==> src/rtl/mem_bus_arbiter_pkg.sv <==
// Shared types and constants for the CPU memory-port arbiter.
// Bus widths follow the project-wide DataWidth define; 32 bits when it is absent.
`ifndef DataWidth
`define DataWidth 32
`endif

package mem_bus_arbiter_pkg;

  localparam int DW   = `DataWidth;
  localparam int AW   = `DataWidth;
  localparam int WD_W = 8;

  localparam logic [3:0] SEL_ALL = 4'hF;

  localparam logic [1:0] ARB_IDLE = 2'd0;
  localparam logic [1:0] ARB_IF   = 2'd1;
  localparam logic [1:0] ARB_MEM  = 2'd2;

  typedef struct packed {
    logic          we;
    logic [AW-1:0] addr;
    logic [DW-1:0] wdata;
    logic [3:0]    sel;
  } bus_cmd_t;

  localparam bus_cmd_t BUS_CMD_NONE = '0;

  // Instruction fetches are always full-word reads.
  function automatic bus_cmd_t if_cmd(input logic [AW-1:0] addr);
    bus_cmd_t c;
    c.we    = 1'b0;
    c.addr  = addr;
    c.wdata = '0;
    c.sel   = SEL_ALL;
    return c;
  endfunction

  function automatic bus_cmd_t mem_cmd(input logic we, input logic [AW-1:0] addr,
                                       input logic [DW-1:0] wdata, input logic [3:0] sel);
    bus_cmd_t c;
    c.we    = we;
    c.addr  = addr;
    c.wdata = wdata;
    c.sel   = sel;
    return c;
  endfunction

endpackage

==> src/rtl/mem_bus_arbiter_watchdog.sv <==
// Bus watchdog: counts unacknowledged transfer cycles and flags when TIMEOUT is reached.
module bus_watchdog
  import mem_bus_arbiter_pkg::*;
#(
  parameter int TIMEOUT = 255
) (
  input  logic clk,
  input  logic rst_n,
  input  logic clr,
  input  logic en,
  output logic timeout
);

  localparam logic [WD_W-1:0] LIMIT = WD_W'(TIMEOUT);

  logic [WD_W-1:0] cnt;

  assign timeout = (cnt == LIMIT);

  // Holds at LIMIT so a TIMEOUT of 255 never wraps back to zero.
  always_ff @(posedge clk or negedge rst_n) begin
    // NOTE: sequential state uses non-blocking assignments so every flop samples pre-edge values.
    if (!rst_n) begin
      cnt <= '0;
    end else if (clr) begin
      cnt <= '0;
    end else if (en && !timeout) begin
      cnt <= cnt + 1'b1;
    end
  end

endmodule

==> src/rtl/mem_bus_arbiter.sv <==
// Arbitrates the single external memory port between the IF and MEM pipeline stages,
// MEM-first with a starvation limit for IF and a watchdog on unacknowledged transfers.
module mem_bus_arbiter
  import mem_bus_arbiter_pkg::*;
#(
  parameter int STARVE_LIMIT = 4,
  parameter int TIMEOUT      = 255
) (
  input  logic          clk,
  input  logic          rst_n,

  input  logic          if_req,
  input  logic [AW-1:0] if_addr,
  output logic          if_ack,
  output logic [DW-1:0] if_rdata,
  output logic          if_err,

  input  logic          mem_req,
  input  logic          mem_we,
  input  logic [AW-1:0] mem_addr,
  input  logic [DW-1:0] mem_wdata,
  input  logic [3:0]    mem_sel,
  output logic          mem_ack,
  output logic [DW-1:0] mem_rdata,
  output logic          mem_err,

  output logic          stall_if,
  output logic          stall_mem,

  output logic          bus_req,
  output logic          bus_we,
  output logic [AW-1:0] bus_addr,
  output logic [DW-1:0] bus_wdata,
  output logic [3:0]    bus_sel,
  input  logic          bus_ack,
  input  logic [DW-1:0] bus_rdata
);

  localparam logic [3:0] STARVE_MAX = 4'(STARVE_LIMIT);

  logic [1:0] state;
  logic [3:0] starve_cnt;
  bus_cmd_t   cmd;
  logic       xfer;
  logic       grant_if;
  logic       grant_mem;
  logic       wd_timeout;
  logic       done;
  logic       expire;

  assign xfer = (state != ARB_IDLE);

  always_comb begin
    // NOTE: both grants get a default first so no path leaves them unassigned (no latch).
    grant_if  = 1'b0;
    grant_mem = 1'b0;
    if (state == ARB_IDLE) begin
      if (mem_req && !(if_req && starve_cnt == STARVE_MAX)) begin
        grant_mem = 1'b1;
      end else if (if_req) begin
        grant_if = 1'b1;
      end
    end
  end

  // A slave ack in the expiry cycle wins over the watchdog.
  assign done   = xfer && (bus_ack || wd_timeout);
  assign expire = xfer && wd_timeout && !bus_ack;

  always_ff @(posedge clk or negedge rst_n) begin
    if (!rst_n) begin
      state   <= ARB_IDLE;
      bus_req <= 1'b0;
      cmd     <= BUS_CMD_NONE;
    end else if (grant_mem) begin
      state   <= ARB_MEM;
      bus_req <= 1'b1;
      cmd     <= mem_cmd(mem_we, mem_addr, mem_wdata, mem_sel);
    end else if (grant_if) begin
      state   <= ARB_IF;
      bus_req <= 1'b1;
      cmd     <= if_cmd(if_addr);
    end else if (done) begin
      state   <= ARB_IDLE;
      bus_req <= 1'b0;
      cmd     <= BUS_CMD_NONE;
    end
  end

  // Consecutive MEM wins while IF is waiting; any cycle without an IF request forgives them.
  always_ff @(posedge clk or negedge rst_n) begin
    if (!rst_n) begin
      starve_cnt <= '0;
    end else if (!if_req || grant_if) begin
      starve_cnt <= '0;
    end else if (grant_mem && starve_cnt != STARVE_MAX) begin
      starve_cnt <= starve_cnt + 1'b1;
    end
  end

  bus_watchdog #(
    .TIMEOUT (TIMEOUT)
  ) u_watchdog (
    .clk     (clk),
    .rst_n   (rst_n),
    .clr     (grant_if || grant_mem),
    .en      (xfer && !bus_ack),
    .timeout (wd_timeout)
  );

  assign bus_we    = cmd.we;
  assign bus_addr  = cmd.addr;
  assign bus_wdata = cmd.wdata;
  assign bus_sel   = cmd.sel;

  assign if_ack   = (state == ARB_IF) && done;
  assign if_err   = (state == ARB_IF) && expire;
  assign if_rdata = (state == ARB_IF && bus_ack) ? bus_rdata : '0;

  assign mem_ack   = (state == ARB_MEM) && done;
  assign mem_err   = (state == ARB_MEM) && expire;
  assign mem_rdata = (state == ARB_MEM && bus_ack && !cmd.we) ? bus_rdata : '0;

  assign stall_if  = if_req && !if_ack;
  assign stall_mem = mem_req && !mem_ack;

endmodule

==> config.mk <==
export PLATFORM = sky130hd
export DESIGN_NAME = mem_bus_arbiter
export DESIGN_NICKNAME = d
export VERILOG_FILES = /design/src/rtl/mem_bus_arbiter_pkg.sv /design/src/rtl/mem_bus_arbiter_watchdog.sv /design/src/rtl/mem_bus_arbiter.sv
export SDC_FILE = /design/constraint.sdc
export NUM_CORES = 1
export LEC_CHECK = 0
export ABC_CLOCK_PERIOD_IN_PS = 1850
export BUFFER_PORTS_ARGS = -buffer_cell sky130_fd_sc_hd__buf_4
export CAP_MARGIN = 10
export CORE_AREA = 3 3 106 108
export DETAILED_ROUTE_END_ITERATION = 10
export DIE_AREA = 0 0 109 111
export PLACE_DENSITY = 0.86
export SLEW_MARGIN = 20
export SYNTH_ARGS = -nofsm -noshare
export SYNTH_HDL_FRONTEND = slang
export SYNTH_SLANG_ARGS = --single-unit
export TNS_END_PERCENT = 1
==> constraint.sdc <==
create_clock -name clk -period 1.85 [get_ports clk]
set_input_delay 0.37 -clock clk [delete_from_list [all_inputs] [get_ports clk]]
set_output_delay 0.37 -clock clk [all_outputs]
set_load 0.1 [all_outputs]
======== Yosys cells after proc, flatten, opt, wreduce, memory -nomap -nowiden ========
Index checks and enable logic that the tools add are counted.
operators by class
  add/sub/neg operators ................... 2
  muxes and demuxes ....................... 20
  equal/unequal tests ..................... 5
  reductions and logical operators ........ 32
operator list
  cell                                           count
  2-to-1 mux 69 bit                              3
  2-to-1 mux 32 bit                              2
  logical AND 1 bit                              17
  2-to-1 mux 8 bit                               2
  adder 8 x 1 -> 8 bit, second input constant    1
  == test 8 bit, second input constant           1
  2-to-1 mux 1 bit                               8
  2-to-1 mux 4 bit                               2
  logical NOT 1 bit                              7
  2-to-1 mux 2 bit                               3
  nonzero test 2 bit                             3
  adder 4 x 1 -> 4 bit, second input constant    1
  == test 4 x 3 -> 1 bit, second input constant  1
  != test 4 x 3 -> 1 bit, second input constant  1
  logical OR 1 bit                               3
  nonzero test 3 bit                             1
  == test 2 x 1 -> 1 bit, second input constant  1
  == test 2 bit, second input constant           1
  logical NOT 2 bit                              1
storage, ports and cells
  register bits ........................... 84
  word-level logic and storage cells ...... 67
  output and inout port bits .............. 140
  input port bits ......................... 138

======== Longest topological paths before layout ========
  depth after elaboration ................. 9
  depth in mapped cells ................... 8
  gate-level depth less buffers ........... 6

======== Modules after synthesis ========
A second synthesis with hierarchy kept.
second synthesis, totals
  cell total of the unflattened synthesis .. 363
  area, all modules ....................... 4137.7 sq um
by module, submodules not included
  module           times used  area each (sq um)  seq. area each (sq um)  cells each
  mem_bus_arbiter  1           3668.5             1901.8                  316
  bus_watchdog     1           469.2              200.2                   47

======== Worst setup path after synthesis ========
No wires, ideal clock.
  kind .................................... flip-flop to output port
  start point ............................. reg u_watchdog.cnt[0]
  end point ............................... out stall_if
  data arrival time ....................... 3.157 ns
  stages on the path, launching flop included .. 6
  path slack .............................. -1.677 ns
  buffers on the path ..................... 0
  required time ........................... 1.480 ns
  cell sequence ........................... dfrtp_1 ha_1 and4_4 a21oi_1 nor2_1 nor2b_1
between the ends
  cells in the longest elaborated chain, start to end .. 6
RTL lines
  item                    line                            source
  from (decl)             mem_bus_arbiter_watchdog.sv:16  logic [WD_W-1:0] cnt;
  from (signal assigned)  mem_bus_arbiter_watchdog.sv:28  cnt <= cnt + 1'b1;
  == test 8 bit           mem_bus_arbiter_watchdog.sv:18  assign timeout = (cnt == LIMIT);
  logical OR 1 bit        mem_bus_arbiter.sv:67           assign done = xfer && (bus_ack || wd_timeout);
  logical AND 1 bit       mem_bus_arbiter.sv:67
  logical AND 1 bit       mem_bus_arbiter.sv:116          assign if_ack = (state == ARB_IF) && done;
  net if_ack              mem_bus_arbiter.sv:14           output logic if_ack,
  logical NOT 1 bit       mem_bus_arbiter.sv:124          assign stall_if = if_req && !if_ack;
  logical AND 1 bit       mem_bus_arbiter.sv:124
  to (decl)               mem_bus_arbiter.sv:27           output logic stall_if,
The timed path passes the listed nets, and every way through them passes these cells.

======== Worst setup path in the final report ========
  start point ............................. reg u_watchdog.cnt[1]
  end point ............................... out stall_mem
between the ends
  cells in the longest elaborated chain, start to end .. 6
RTL lines
  item               line                            source
  == test 8 bit      mem_bus_arbiter_watchdog.sv:18
  logical OR 1 bit   mem_bus_arbiter.sv:67
  logical AND 1 bit  mem_bus_arbiter.sv:67
  logical AND 1 bit  mem_bus_arbiter.sv:120          assign mem_ack = (state == ARB_MEM) && done;
  logical NOT 1 bit  mem_bus_arbiter.sv:125          assign stall_mem = mem_req && !mem_ack;
  logical AND 1 bit  mem_bus_arbiter.sv:125
  to (decl)          mem_bus_arbiter.sv:28           output logic stall_mem,
No other way between the ends.

==> flow_summary.json <==
{
  "tightest_slew_ps": 762,
  "synthDistinctLibCells": 40,
  "seqCellArea_sq_um": 2100,
  "insertion_delay_ps": 360,
  "grt_pass1_wl_mm": 25.6,
  "grt_pass1_vias": 4644,
  "maxCapViolCount": 0,
  "final_antenna_net_count": 0,
  "status": "finished with violations",
  "synth_common_cells": "dfrtp_1, and2_1, a221o_1",
  "vias_per_cell": 5.51,
  "utilization": 0.752,
  "synthTopCellsByArea": "dfrtp_1, and2_1, a221o_1",
  "crit_type": "reg -> out",
  "cts-root-buf": "clkbuf_8",
  "hp-class": "in -> reg",
  "crit_arrival_ps": 1830,
  "holdWs_ps": 230,
  "antenna_found_initial": 0,
  "pwr-share-comb": 0.615,
  "synth_edf_count": 0,
  "power.density_nw_per_um2": 1300,
  "power_switching_share": 0.546,
  "ys_seq_area_frac": 0.520,
  "hpwlAfterDp_mm": 10.6,
  "seqPwrFrac": 0.248,
  "finalCritPeriodShare": 1.19,
  "antenna_cells": 0,
  "fmax_ghz": 0.455,
  "skew_ps": 16.7,
  "io_buffers": 277,
  "grt_use_met2": 0.486,
  "drive_above_1_share": 0.633,
  "drt_iter0_drc": 301,
  "start_util": 0.392,
  "dieArea_sq_um": 12100,
  "syn_inst": 352,
  "n_fill_cell": 632,
  "cts.clk_slew.worst_paths_ps": 100,
  "busiest_layer": "met2",
  "slew_viol_final": 0,
  "cts_tree": "yes",
  "grt_usage": 0.275,
  "multi_input_area_sq_um": 1990,
  "critical_path_peak_fanout": 4,
  "grt_util_met3": 0.0635,
  "layout_min_cycle_time_ps": 2200,
  "grt_use_met1": 0.304,
  "io_pins": 278,
  "finalSetupViolations": 104,
  "die_height_um": 111,
  "cts_sinks": 84,
  "vias": 4318,
  "ys_async_sr_fraction": 1.00,
  "yosysMostFrequentCell": "dfrtp_1",
  "rsz0062_at_grt": "yes",
  "syn_to_final_growth_pct": 92.1,
  "max-slew-margin-rel": 0.489,
  "final_cell_area_sq_um": 7760,
  "violations": "setup timing",
  "grt_max_degree": 51,
  "required_ps": 1480,
  "power_switching_mw": 5.54,
  "gp_congestion": 0.862,
  "pre_cts_ws_ps": 6.79,
  "synth.net_count": 493,
  "cts.path.max_buffers": 2,
  "synth_top_area_cell": "dfrtp_1",
  "leakagePower_nw": 3.75,
  "layout.nets": 784,
  "syn_area_sq_um": 4040,
  "avgSynthCellArea_sq_um": 11.5,
  "total_power_mw": 10.1,
  "fp.dieW_um": 109,
  "synthDominantCellAreaShare": 0.520,
  "pwr-share-clk": 0.137,
  "yosysWarnings": 0,
  "rows": 37,
  "postPlaceCellArea_sq_um": 6540,
  "hold_viol": 0,
  "grt-ovfl-total": 0,
  "synthFlopType": "dfrtp_1",
  "synth_seq_cells": 84,
  "endpoint_kind": "output port",
  "h-tree-depth": 3,
  "finalWorstSetupSlack_ps": -347,
  "start_kind": "flop",
  "totalWireLength_mm": 17.6,
  "ir_drop_mv": 0.808,
  "cts_buffers": 9,
  "first_pass_iters": 4,
  "wl_per_cell_um": 22.4,
  "internal_power_mw": 4.60,
  "drcViolationCount": 0,
  "core-area_sq_um": 10300
}
## worst max-delay path, cell delays in order, from the launching register on
cell and delay, ps:
dfrtp_1 460, ha_4 200, and4_4 170, a21oi_4 240, nor2_4 80, nor2b_4 140, buf_12 180
## final timing paths
check	start	endpoint	slack (ps)	cells past startpoint
worst min register to register	bus_wdata[23]	bus_wdata[23]	500	1
worst min-delay path	mem_wdata[0]	bus_wdata[0]	230	2
min in group asynchronous	rst_n	bus_wdata[12]	390	2
worst max register to register	u_watchdog.cnt[1]	u_watchdog.cnt[2]	-140	7
worst max-delay path	u_watchdog.cnt[1]	stall_mem	-350	6
max in group asynchronous	rst_n	bus_addr[13]	870	3
## kinds of logic (layout without fill, tap and decap cells)
| kind of cell | after synthesis | after routing | synth area share |
|---|---|---|---|
| fa+ha+maj | 3 | 3 | 0.00929 |
| simple gates | 138 | 138 | 0.213 |
| flops | 84 | 84 | 0.520 |
| compound gates | 95 | 95 | 0.206 |
| buf+inv | 32 | 328 | 0.0511 |
## power by group through the flow
stage                     Clock (mW)  Combinational (mW)  Sequential (mW)
final                           1.39                6.23             2.51
after global routing            1.50                6.39             2.56
after floorplan                    0                1.75             5.05
after detailed placement           0                5.71             2.50
after global placement             0                5.64             2.49
after CTS                       1.39                6.03             2.48
## final cells by class
class,count,area share
Clock buffer,9,0.0160
Clock inverter,7,0.0106
Sequential cell,84,0.271
Inverter,6,0.00290
Tap cell,136,0.0219
Multi-Input combinational cell,236,0.256
Timing Repair Buffer,306,0.422
## routing by layer
metal  part of all wire  up-vias
met5                  0        -
met1               0.34     2124
met2               0.53      256
met3              0.073       70
li1                   -     1868
met4              0.053        0
## registers in the layout (all words and copies together) (netlist names)
signal	count
bus_req	1
state	2
bus_we	1
bus_addr	32
bus_wdata	32
u_watchdog.cnt	8
bus_sel	4
starve_cnt	4
## placed cells by master (no fill, tap or decap), types with 4 or more instances in the layout
master | synthesis | routed
nand3_1 | 9 | 9
and2_4 | 0 | 34
nand2_1 | 6 | 5
and2_2 | 0 | 30
and2_0 | 29 | 29
a221o_1 | 36 | 36
inv_1 | 6 | 5
buf_6 | 9 | 4
nor2_4 | 1 | 4
buf_4 | 2 | 224
a22o_1 | 33 | 33
o21ai_0 | 6 | 6
buf_12 | 0 | 74
dfrtp_1 | 84 | 83
clkbuf_8 | 0 | 9
## through the flow
stage | std cells | TNS, ps
after global placement | 760 | 0
final | 784 | -23140
after floorplan | 352 | -9490
after detailed placement | 760 | 0
after CTS | 777 | -15310
after global routing | 784 | -28650
## repair_timing
action,CTS,global route
setup endpoints to repair,72,104
hold buffers,1,0
gates resized for setup,208,21
endpoints found under the hold margin,8,0
setup buffers,0,4
pin swaps,1,39
cloned,0,3
Power figures use the tool's default switching activity.
